**config.mk**
```make
export PLATFORM = sky130hd
export DESIGN_NAME = ifu_fetch_flat
export DESIGN_NICKNAME = d
export VERILOG_FILES = /design/src/rtl/ifu_fetch_if.sv /design/src/rtl/ifu_fetch.sv /design/src/flat_wrapper.sv
export SDC_FILE = /design/constraint.sdc
export NUM_CORES = 1
export LEC_CHECK = 0
export CAP_MARGIN = 30
export CORE_MARGIN = 2
export CORE_UTILIZATION = 30
export CTS_CLUSTER_DIAMETER = 120
export DETAILED_ROUTE_END_ITERATION = 12
export GPL_TIMING_DRIVEN = 0
export PLACE_DENSITY = 0.6
export SYNTH_ARGS = -nofsm -noshare
export SYNTH_HDL_FRONTEND = slang
export SYNTH_SLANG_ARGS = --single-unit
```
**constraint.sdc**
```tcl
create_clock -name clk -period 2.9 [get_ports clk]
set_input_delay 0.58 -clock clk [delete_from_list [all_inputs] [get_ports clk]]
set_output_delay 0.58 -clock clk [all_outputs]
set_load 0.01 [all_outputs]
```
**src/rtl/ifu_fetch_if.sv**
```systemverilog
// -----------------------------------------------------------------------------
// ifu_fetch_if
// Purpose : Groups the signals between the instruction fetch unit and the
//           parts around it: the instruction-memory request/response bus,
//           the redirect input, the decoder handshake and the status outputs.
// Modports:
//   master - fetch unit side (drives imem_req/imem_addr, inst_valid/inst,
//            pc, halt; receives memory response, redirect and inst_ready)
//   slave  - environment side (memory, branch unit, decoder)
// Signals :
//   imem_req       fetch request to instruction memory
//   imem_addr[32]  fetch address, always equal to pc
//   imem_gnt       memory accepts the request this cycle
//   imem_rvalid    imem_rdata valid this cycle
//   imem_rdata[32] fetched instruction word
//   redirect_valid jump/branch redirect request
//   redirect_pc[32] redirect target address
//   inst_valid     inst holds a fetched word for the decoder
//   inst_ready     decoder consumes inst this cycle
//   inst[32]       registered instruction word
//   pc[32]         address of the word in flight or held
//   halt           fetch stopped
// -----------------------------------------------------------------------------
interface ifu_fetch_if;
    logic        imem_req;
    logic [31:0] imem_addr;
    logic        imem_gnt;
    logic        imem_rvalid;
    logic [31:0] imem_rdata;
    logic        redirect_valid;
    logic [31:0] redirect_pc;
    logic        inst_valid;
    logic        inst_ready;
    logic [31:0] inst;
    logic [31:0] pc;
    logic        halt;

    modport master (
        output imem_req, imem_addr, inst_valid, inst, pc, halt,
        input  imem_gnt, imem_rvalid, imem_rdata, redirect_valid, redirect_pc, inst_ready
    );

    modport slave (
        input  imem_req, imem_addr, inst_valid, inst, pc, halt,
        output imem_gnt, imem_rvalid, imem_rdata, redirect_valid, redirect_pc, inst_ready
    );
endinterface

```
**src/rtl/ifu_fetch.sv**
```systemverilog
// -----------------------------------------------------------------------------
// ifu_fetch
// Purpose : Single-outstanding-request instruction fetch unit. Issues one
//           fetch at pc, waits for the response, holds the word for the
//           decoder, then advances pc by 4. Redirects replace pc (word
//           aligned) from any active state; a response that belongs to an
//           abandoned fetch is swallowed in DROP.
// Ports   :
//   clk    - clock, rising edge
//   rst    - asynchronous active-high reset
//   io_bus - ifu_fetch_if.master (memory bus, redirect, decoder handshake,
//            pc and halt status)
// Option  : IFU_EBREAK_HALT_EN - when defined, consuming an ebreak word
//           (0x0010_0073) enters HALT, which is left only by reset. When
//           undefined, halt is tied to 0 and ebreak is an ordinary word.
// -----------------------------------------------------------------------------
module ifu_fetch (
    input  logic          clk,
    input  logic          rst,
    ifu_fetch_if.master   io_bus
);

    localparam logic [31:0] RESET_PC = 32'h8000_0000;
`ifdef IFU_EBREAK_HALT_EN
    localparam logic [31:0] EBREAK   = 32'h0010_0073;
`endif

`ifdef IFU_EBREAK_HALT_EN
    typedef enum logic [2:0] {
        S_IDLE = 3'd0,
        S_REQ  = 3'd1,
        S_WAIT = 3'd2,
        S_HOLD = 3'd3,
        S_DROP = 3'd4,
        S_HALT = 3'd5
    } state_t;
`else
    typedef enum logic [2:0] {
        S_IDLE = 3'd0,
        S_REQ  = 3'd1,
        S_WAIT = 3'd2,
        S_HOLD = 3'd3,
        S_DROP = 3'd4
    } state_t;
`endif

    state_t      r_state;
    state_t      w_state_next;
    logic [31:0] r_pc;
    logic [31:0] w_pc_next;
    logic [31:0] r_inst;
    logic [31:0] w_inst_next;
    logic [31:0] w_redirect_pc;
    logic [31:0] w_pc_inc;

    // Redirect targets are forced to a word boundary.
    assign w_redirect_pc = io_bus.redirect_pc & ~32'h0000_0003;
    // Natural 32-bit wrap: 0xFFFF_FFFC + 4 = 0.
    assign w_pc_inc      = r_pc + 32'd4;

    always_ff @(posedge clk or posedge rst) begin
        if (rst) begin
            r_state <= S_IDLE;
            r_pc    <= RESET_PC;
            r_inst  <= 32'h0000_0000;
        end else begin
            r_state <= w_state_next;
            r_pc    <= w_pc_next;
            r_inst  <= w_inst_next;
        end
    end

    always_comb begin
        w_state_next = r_state;
        w_pc_next    = r_pc;
        w_inst_next  = r_inst;

        case (r_state)
            S_IDLE: begin
                w_state_next = S_REQ;
                if (io_bus.redirect_valid) begin
                    w_pc_next = w_redirect_pc;
                end
            end

            S_REQ: begin
                if (io_bus.redirect_valid) begin
                    w_pc_next = w_redirect_pc;
                    // A grant in the redirect cycle still commits memory to
                    // a response, which must be swallowed.
                    w_state_next = io_bus.imem_gnt ? S_DROP : S_REQ;
                end else if (io_bus.imem_gnt) begin
                    w_state_next = S_WAIT;
                end
            end

            S_WAIT: begin
                if (io_bus.redirect_valid) begin
                    w_pc_next    = w_redirect_pc;
                    // Response arriving with the redirect is simply dropped;
                    // otherwise it is still owed and DROP absorbs it.
                    w_state_next = io_bus.imem_rvalid ? S_REQ : S_DROP;
                end else if (io_bus.imem_rvalid) begin
                    w_inst_next  = io_bus.imem_rdata;
                    w_state_next = S_HOLD;
                end
            end

            S_HOLD: begin
                if (io_bus.redirect_valid) begin
                    w_pc_next    = w_redirect_pc;
                    w_state_next = S_REQ;
                end else if (io_bus.inst_ready) begin
`ifdef IFU_EBREAK_HALT_EN
                    if (r_inst == EBREAK) begin
                        w_state_next = S_HALT;
                    end else begin
                        w_pc_next    = w_pc_inc;
                        w_state_next = S_REQ;
                    end
`else
                    w_pc_next    = w_pc_inc;
                    w_state_next = S_REQ;
`endif
                end
            end

            S_DROP: begin
                if (io_bus.redirect_valid) begin
                    // Stay: the stale response is still outstanding.
                    w_pc_next = w_redirect_pc;
                end else if (io_bus.imem_rvalid) begin
                    w_state_next = S_REQ;
                end
            end

`ifdef IFU_EBREAK_HALT_EN
            S_HALT: begin
                w_state_next = S_HALT;
            end
`endif

            default: begin
                w_state_next = S_IDLE;
            end
        endcase
    end

    assign io_bus.imem_req   = (r_state == S_REQ);
    assign io_bus.inst_valid = (r_state == S_HOLD);
    assign io_bus.imem_addr  = r_pc;
    assign io_bus.pc         = r_pc;
    assign io_bus.inst       = r_inst;
`ifdef IFU_EBREAK_HALT_EN
    assign io_bus.halt       = (r_state == S_HALT);
`else
    assign io_bus.halt       = 1'b0;
`endif

endmodule

```
**src/flat_wrapper.sv**
```systemverilog
// flat-port wrapper written by rule: the top's interface ports become plain ports
module ifu_fetch_flat 
  (clk, rst, io_bus_imem_req, io_bus_imem_addr, io_bus_inst_valid, io_bus_inst, io_bus_pc, io_bus_halt, io_bus_imem_gnt, io_bus_imem_rvalid, io_bus_imem_rdata, io_bus_redirect_valid, io_bus_redirect_pc, io_bus_inst_ready);
  ifu_fetch_if io_bus_i ();
  input  logic clk;
  input  logic rst;
  output wire logic [$bits(io_bus_i.imem_req)-1:0] io_bus_imem_req;
  output wire logic [$bits(io_bus_i.imem_addr)-1:0] io_bus_imem_addr;
  output wire logic [$bits(io_bus_i.inst_valid)-1:0] io_bus_inst_valid;
  output wire logic [$bits(io_bus_i.inst)-1:0] io_bus_inst;
  output wire logic [$bits(io_bus_i.pc)-1:0] io_bus_pc;
  output wire logic [$bits(io_bus_i.halt)-1:0] io_bus_halt;
  input wire logic [$bits(io_bus_i.imem_gnt)-1:0] io_bus_imem_gnt;
  input wire logic [$bits(io_bus_i.imem_rvalid)-1:0] io_bus_imem_rvalid;
  input wire logic [$bits(io_bus_i.imem_rdata)-1:0] io_bus_imem_rdata;
  input wire logic [$bits(io_bus_i.redirect_valid)-1:0] io_bus_redirect_valid;
  input wire logic [$bits(io_bus_i.redirect_pc)-1:0] io_bus_redirect_pc;
  input wire logic [$bits(io_bus_i.inst_ready)-1:0] io_bus_inst_ready;
  assign io_bus_imem_req = io_bus_i.imem_req;
  assign io_bus_imem_addr = io_bus_i.imem_addr;
  assign io_bus_inst_valid = io_bus_i.inst_valid;
  assign io_bus_inst = io_bus_i.inst;
  assign io_bus_pc = io_bus_i.pc;
  assign io_bus_halt = io_bus_i.halt;
  assign io_bus_i.imem_gnt = io_bus_imem_gnt;
  assign io_bus_i.imem_rvalid = io_bus_imem_rvalid;
  assign io_bus_i.imem_rdata = io_bus_imem_rdata;
  assign io_bus_i.redirect_valid = io_bus_redirect_valid;
  assign io_bus_i.redirect_pc = io_bus_redirect_pc;
  assign io_bus_i.inst_ready = io_bus_inst_ready;
  ifu_fetch u_core (.clk(clk), .rst(rst), .io_bus(io_bus_i));
endmodule
```
==> results of run 1 <==
-- synth_stat cells (all sizes together), types with 2 or more instances --
cell type  number  area (sq um)
a21o            2         15.01
nand2b          2         12.51
o31a            2         17.52
a22oi           8         60.06
and3            4         25.02
a31oi           2         12.51
o211ai          2         15.01
nand3b          2         15.01
a21oi          22         110.1
and4            5         46.30
and2            3         18.77
a2bb2oi         6         52.55
nand2          29         108.9
nor2           13         48.80
dfrtp          64          1602
inv             6         22.52
clkbuf         11         41.29
or3             7         46.29
o21ai          16         80.07
mux2           32         360.4
o22ai           9         56.30
nand3          24         120.1
nor4            2         27.53
nand4           8         71.32
buf            43         312.8
nor3            6         30.03
o32ai           2         17.52
-- logic make-up (layout without fill, tap and decap cells) --
logic type | after synthesis | in the layout | share of synthesized area (%)
buffers and inverters | 60 | 236 | 10.55
other | 1 | 5 | 0.1051
muxes | 33 | 33 | 10.38
adders and majority gates | 2 | 2 | 0.6311
DFF | 65 | 65 | 45.62
and+or+nand+nor | 112 | 112 | 17.53
AOI/OAI and AO/OA | 83 | 83 | 15.18
-- sequential cells by signal, summed over array words and instances (netlist names) --
| register | flops |
|---|---|
| u_core.io_bus.inst | 32 |
| u_core.io_bus.imem_addr | 30 |
| u_core.r_state | 3 |
-- metal layers --
metal  global-route usage (%)  share of wire (%)  vias to the layer above
li1                         -                  -                     1615
met1                    22.46                 42                     1650
met2                    27.82                 47                      170
met3                    5.303                9.4                       15
met4                    7.398                1.8                        0
met5                        0                  0                        -
-- through the flow --
stage | setup slack (ns) | area [sq um] | TNS [ns] | total power [mW] | hold slack [ns]
after global placement | -0.6781 | 5364 | -43.27 | 4.617 | 0.4868
after detailed placement | -0.05989 | 5366 | -0.08278 | 4.673 | 0.4969
after floorplan | 0.6952 | 3583 | 0 | 3.072 | 0.5500
after global routing | 0.1363 | 5712 | 0 | 6.291 | 0.5177
final | 0.2746 | 5712 | 0 | 5.919 | 0.5033
after CTS | 0.2622 | 5712 | 0 | 5.975 | 0.5091
-- worst max-delay path, delay by kind of cell --
| kind | cells | cell delay (ns) |
|---|---|---|
| and+or+nand+nor | 4 | 1.18 |
| buffers and inverters | 1 | 0.50 |
| AOI/OAI and AO/OA | 1 | 0.62 |
-- final timing paths --
kind,end,slack (ns),from
setup reg to reg,u_core.io_bus.imem_addr[30]$_DFFE_PP0P_,0.48,u_core.io_bus.imem_addr[2]$_DFFE_PP0P_
hold / removal,u_core.io_bus.inst[21]$_DFFE_PP0P_,0.50,u_core.io_bus.inst[21]$_DFFE_PP0P_
min in group asynchronous,u_core.io_bus.inst[12]$_DFFE_PP0P_,0.77,rst
hold reg to reg,u_core.io_bus.inst[21]$_DFFE_PP0P_,0.50,u_core.io_bus.inst[21]$_DFFE_PP0P_
max in group asynchronous,u_core.io_bus.imem_addr[24]$_DFFE_PP0P_,1.57,rst
setup / recovery,u_core.io_bus.imem_addr[30]$_DFFE_PP0P_,0.27,io_bus_inst_ready
-- cell type report --
type | count | area share, %
inverter | 6 | 0.4381
tap | 143 | 3.133
buffer | 54 | 6.199
multi-input combinational | 235 | 27.65
clock buffer | 11 | 4.250
clock inverter | 5 | 1.796
sequential | 65 | 28.50
timing repair buffer | 160 | 28.04
-- where the power goes --
| part | switching, mW | internal (mW) | leakage (nW) |
|---|---|---|---|
| registers | 0.450 | 1.33 | 0.801 |
| clock network | 0.408 | 0.862 | 0.166 |
| logic | 1.14 | 1.73 | 1.42 |
| total | 2.00 | 3.92 | 2.39 |
==> impl_metrics.env, run 1 <==
export IMPL_holdBufCountCts=0
export IMPL_clock_tree_htree_level_count=3
export IMPL_synth_ff_type="sky130_fd_sc_hd__dfrtp_1"
export IMPL_worst_hold_path_num_cells=1
export IMPL_tritoncts="done"
export IMPL_setup_viol_count_final=0
export IMPL_slew_headroom_pct=44.07
export IMPL_mostFrequentLayoutCells="160 x sky130_fd_sc_hd__clkdlybuf4s50_1, 64 x sky130_fd_sc_hd__dfrtp_1, 38 x sky130_fd_sc_hd__buf_4"
export IMPL_final_period_minus_worst_setup_slack_ns=2.625
export IMPL_r2r_cells=6
export IMPL_max_clock_freq_ghz=0.3809
export IMPL_flow_area_growth_from_synthesis_pct=60.06
export IMPL_fraction_of_layout_cells_with_a_size_suffix_above_1_pct=18.66
export IMPL_totalWireLength_um=10940
export IMPL_hpwl_after_dpl_um=7883
export IMPL_worst_ir_drop_vdd_uv=364.3
export IMPL_drt_pass1_iterations=8
export IMPL_die_area_sq_mm=0.01278
export IMPL_crit_chain="clkdlybuf4s50_1, nand3_1, o2bb2ai_1, nand2_1, or4_1, nand3_1"
export IMPL_cts_repair_timing_setup_buffer_count=0
export IMPL_timing_critical_path_mode_cell="sky130_fd_sc_hd__nand3_1"
export IMPL_synth_sequential_area_ratio_pct=45.62
export IMPL_num_fill_cells=1077
export IMPL_critical_path_endpoint_type="flop"
export IMPL_initialDrtViolationCount=141
export IMPL_max_cap_violations=0
export IMPL_report_final_hold_viol_count=0
export IMPL_path_class="primary input to flop"
export IMPL_boundaryPins=169
export IMPL_power_density_mw_per_mm2=1036
export IMPL_clkLatencyLatePin_ns=0.33
export IMPL_first_global_vias=3443
export IMPL_cts_repair_resized=0
export IMPL_ys_warn_count=0
export IMPL_port_buffers=160
export IMPL_async_flop_share_pct=100.0
export IMPL_worstSetupStartpointType="primary input"
export IMPL_worst_path_required_ns=3.17
export IMPL_worst_path_max_fanout=9
export IMPL_drt_vias_per_instance=5.081
export IMPL_finalCritPeriodShare_pct=90.53
export IMPL_placedCellCount=663
export IMPL_grt_use_total_pct=17.60
export IMPL_drc=14
export IMPL_placeableCoreArea_sq_mm=0.01152
export IMPL_tritoncts_num_sinks=65
export IMPL_worstPathArrival_ns=2.89
export IMPL_grt_first_pass_wirelength_um=17910
export IMPL_cts_buffers=9
export IMPL_hold_class="flop to flop"
export IMPL_power_leakage_nw=2.390
export IMPL_cts_root_to_sink_buffers=2
export IMPL_worst_slew_pin_slew_ns=0.8390
export IMPL_synthesis_area_sq_mm=0.003568
export IMPL_num_nets_final=602
export IMPL_grt_antenna_before_repair=0
export IMPL_final_instance_count_without_filler_cells=679
export IMPL_layout_core_utilization_pct=49.60
export IMPL_number_of_enable_type_register_cells_in_the_synthesized_netlist=0
export IMPL_post_synth_inst_count=356
export IMPL_clk_pin_slew_ns=0.06
export IMPL_initial_core_util_pct=30.99
export IMPL_area_of_combinational_cells_with_multiple_inputs_sq_mm=0.001579
export IMPL_yosys_cell_types_count=60
export IMPL_grt_max_degree=66
export IMPL_rsz0062_at_grt="false"
export IMPL_synth_seq_cells=65
export IMPL_sequential_standard_cell_area_sq_mm=0.001628
export IMPL_route_antenna_remaining_nets=0
export IMPL_syn_avg_cell_area_sq_um=10.02
export IMPL_die_w_um=113.1
export IMPL_avgRoutedWirePerCell_um=16.12
export IMPL_rows=39
export IMPL_slew_viol_final=0
export IMPL_overflow=0
export IMPL_vias=3450
export IMPL_insertedDiodeCount=0
export IMPL_gpl_wtd_cong=0.8110
export IMPL_crit_slowest_cell="sky130_fd_sc_hd__o2bb2ai_1"
export IMPL_buffer_cell_driving_the_clock_tree_root="sky130_fd_sc_hd__clkbuf_16"
export IMPL_outcome="finished, violations left"
export IMPL_fp_dieH_um=113.1
export IMPL_cp_slowest_stage_delay_ns=0.62
export IMPL_most_common_cell_after_layout_fill_and_taps_aside="sky130_fd_sc_hd__clkdlybuf4s50_1"
export IMPL_violations="DRC"
export IMPL_clock_skew_final_ns=0.004471
(Power assumes the default switching activity.)
==> run 2, diff against run 1 <==
--- a/config.mk
+++ b/config.mk
@@ -12,6 +12,7 @@
 export DETAILED_ROUTE_END_ITERATION = 12
 export GPL_TIMING_DRIVEN = 0
 export PLACE_DENSITY = 0.6
+export RECOVER_POWER = 25
 export SYNTH_ARGS = -nofsm -noshare
 export SYNTH_HDL_FRONTEND = slang
 export SYNTH_SLANG_ARGS = --single-unit
==> run 2 against run 1 <==
Against the previous run:
- the run still ends with DRC left
- worst hold slack stayed put
- clock power about the same
- critical path depth unchanged
- largest cell class unchanged
==> impl_metrics.env, run 2 (synthesized netlist as in run 1, its figures left out) <==
export IMPL_outcome="finished, violations left"
export IMPL_violations="DRC"
export IMPL_grt_use_total_pct=17.60
export IMPL_fp_dieH_um=113.1
export IMPL_die_area_sq_mm=0.01278
export IMPL_layout_core_utilization_pct=49.58
export IMPL_clock_tree_htree_level_count=3
export IMPL_grt_max_degree=66
export IMPL_clkLatencyLatePin_ns=0.33
export IMPL_final_setup_tns_ns=0
export IMPL_worstPathArrival_ns=2.90
export IMPL_tritoncts="done"
export IMPL_fraction_of_layout_cells_with_a_size_suffix_above_1_pct=18.66
export IMPL_critical_path_endpoint_type="flop"
export IMPL_total_power_mw=5.917
export IMPL_holdBufCountCts=0
export IMPL_worst_ir_drop_vdd_uv=364.3
export IMPL_slew_viol_final=0
export IMPL_tritoncts_num_sinks=65
export IMPL_report_final_hold_viol_count=0
export IMPL_num_fill_cells=1077
export IMPL_port_buffers=160
export IMPL_grt_first_pass_wirelength_um=17910
export IMPL_final_period_minus_worst_setup_slack_ns=2.630
export IMPL_rsz0062_at_grt="false"
export IMPL_gpl_wtd_cong=0.8110
export IMPL_drc=14
export IMPL_largest_register_ffs=32
export IMPL_sequential_standard_cell_area_sq_mm=0.001628
export IMPL_worst_slew_pin_slew_ns=1.394
export IMPL_worst_path_required_ns=3.17
export IMPL_initialDrtViolationCount=141
export IMPL_final_cell_area_sq_mm=0.005709
export IMPL_max_cap_violations=0
export IMPL_avgRoutedWirePerCell_um=16.13
export IMPL_initial_core_util_pct=30.99
export IMPL_finalCritPeriodShare_pct=90.68
export IMPL_path_class="primary input to flop"
export IMPL_hold_class="flop to flop"
export IMPL_power_density_mw_per_mm2=1036
export IMPL_totalWireLength_um=10950
export IMPL_overflow=0
export IMPL_max_clock_freq_ghz=0.3803
export IMPL_vias=3453
export IMPL_die_w_um=113.1
export IMPL_boundaryPins=169
export IMPL_grt_antenna_before_repair=0
export IMPL_cts_repair_timing_setup_buffer_count=0
export IMPL_cts_repair_resized=0
export IMPL_flow_area_growth_from_synthesis_pct=59.99
export IMPL_clk_pin_slew_ns=0.06
export IMPL_num_nets_final=602
export IMPL_placeableCoreArea_sq_mm=0.01152
export IMPL_area_of_combinational_cells_with_multiple_inputs_sq_mm=0.001579
export IMPL_mostFrequentLayoutCells="157 x sky130_fd_sc_hd__clkdlybuf4s50_1, 64 x sky130_fd_sc_hd__dfrtp_1, 38 x sky130_fd_sc_hd__buf_4"
export IMPL_worstSetupStartpointType="primary input"
export IMPL_worst_path_max_fanout=9
export IMPL_setup_viol_count_final=0
export IMPL_fin_worst_hold_slack_ns=0.5033
export IMPL_hpwl_after_dpl_um=7883
export IMPL_slew_headroom_pct=7.099
export IMPL_cts_root_to_sink_buffers=2
export IMPL_first_global_vias=3443
export IMPL_drt_vias_per_instance=5.085
export IMPL_insertedDiodeCount=0
export IMPL_power_leakage_nw=2.391
export IMPL_clock_skew_final_ns=0.004424
export IMPL_drt_pass1_iterations=8
export IMPL_buffer_cell_driving_the_clock_tree_root="sky130_fd_sc_hd__clkbuf_16"
export IMPL_route_antenna_remaining_nets=0
export IMPL_most_common_cell_after_layout_fill_and_taps_aside="sky130_fd_sc_hd__clkdlybuf4s50_1"
export IMPL_cts_buffers=9
export IMPL_place_area_sq_mm=0.005366
export IMPL_rows=39
==> run 2: path summary, 6_finish.rpt <==
| kind | slack (ns) | end | start | cells after the start |
|---|---|---|---|---|
| max | 0.27 | u_core.io_bus.imem_addr[30]$_DFFE_PP0P_ | io_bus_inst_ready | 6 |
| min | 0.50 | u_core.io_bus.inst[21]$_DFFE_PP0P_ | u_core.io_bus.inst[21]$_DFFE_PP0P_ | 1 |
| max reg2reg | 0.49 | u_core.io_bus.imem_addr[30]$_DFFE_PP0P_ | u_core.io_bus.imem_addr[2]$_DFFE_PP0P_ | 6 |
| min reg2reg | 0.50 | u_core.io_bus.inst[21]$_DFFE_PP0P_ | u_core.io_bus.inst[21]$_DFFE_PP0P_ | 1 |
| max in group asynchronous | 0.94 | u_core.io_bus.imem_addr[30]$_DFFE_PP0P_ | rst | 2 |
| min in group asynchronous | 1.10 | u_core.io_bus.inst[12]$_DFFE_PP0P_ | rst | 2 |
==> run 2: through the flow <==
stage / instances / setup WS [ns]
2_1_floorplan: 360 / 0.6952
3_3_place_gp: 663 / -0.6781
3_5_place_dp: 663 / -0.05989
4_1_cts: 679 / 0.2622
5_1_grt: 679 / 0.1363
6_report: 679 / 0.2704
==> run 2: power breakdown <==
part / switching, mW / leakage (nW) / internal, mW / total [mW]
Sequential: 0.450 / 0.801 / 1.33 / 1.78
Clock: 0.407 / 0.166 / 0.862 / 1.27
Combinational: 1.14 / 1.42 / 1.73 / 2.87
Total: 2.00 / 2.39 / 3.92 / 5.92
==> run 2: area by class of cell <==
type | count | share of cell area (%)
repair buffers | 160 | 28.05
plain buffers | 54 | 6.202
flip-flops and latches | 65 | 28.51
clock inverters | 5 | 1.797
multi-input cells | 235 | 27.66
inverters | 6 | 0.3945
well taps | 143 | 3.134
clock buffers | 11 | 4.252
==> run 2: critical path: stages <==
cell	delay, ns
sky130_fd_sc_hd__clkdlybuf4s50_1	0.50
sky130_fd_sc_hd__nand3_1	0.11
sky130_fd_sc_hd__o2bb2ai_1	0.63
sky130_fd_sc_hd__nand2_1	0.39
sky130_fd_sc_hd__or4_1	0.59
sky130_fd_sc_hd__nand3_1	0.09
==> run 2: per-layer routing <==
metal  vias to the layer above  track usage [%]  wire, um  share of wire, %
met5                         -                0         0                 0
met4                         0            7.398       197               1.8
met3                        15            5.303      1016               9.3
met2                       170            27.82      5095                47
met1                      1652            22.46      4642                42
li1                       1616                -         -                 -
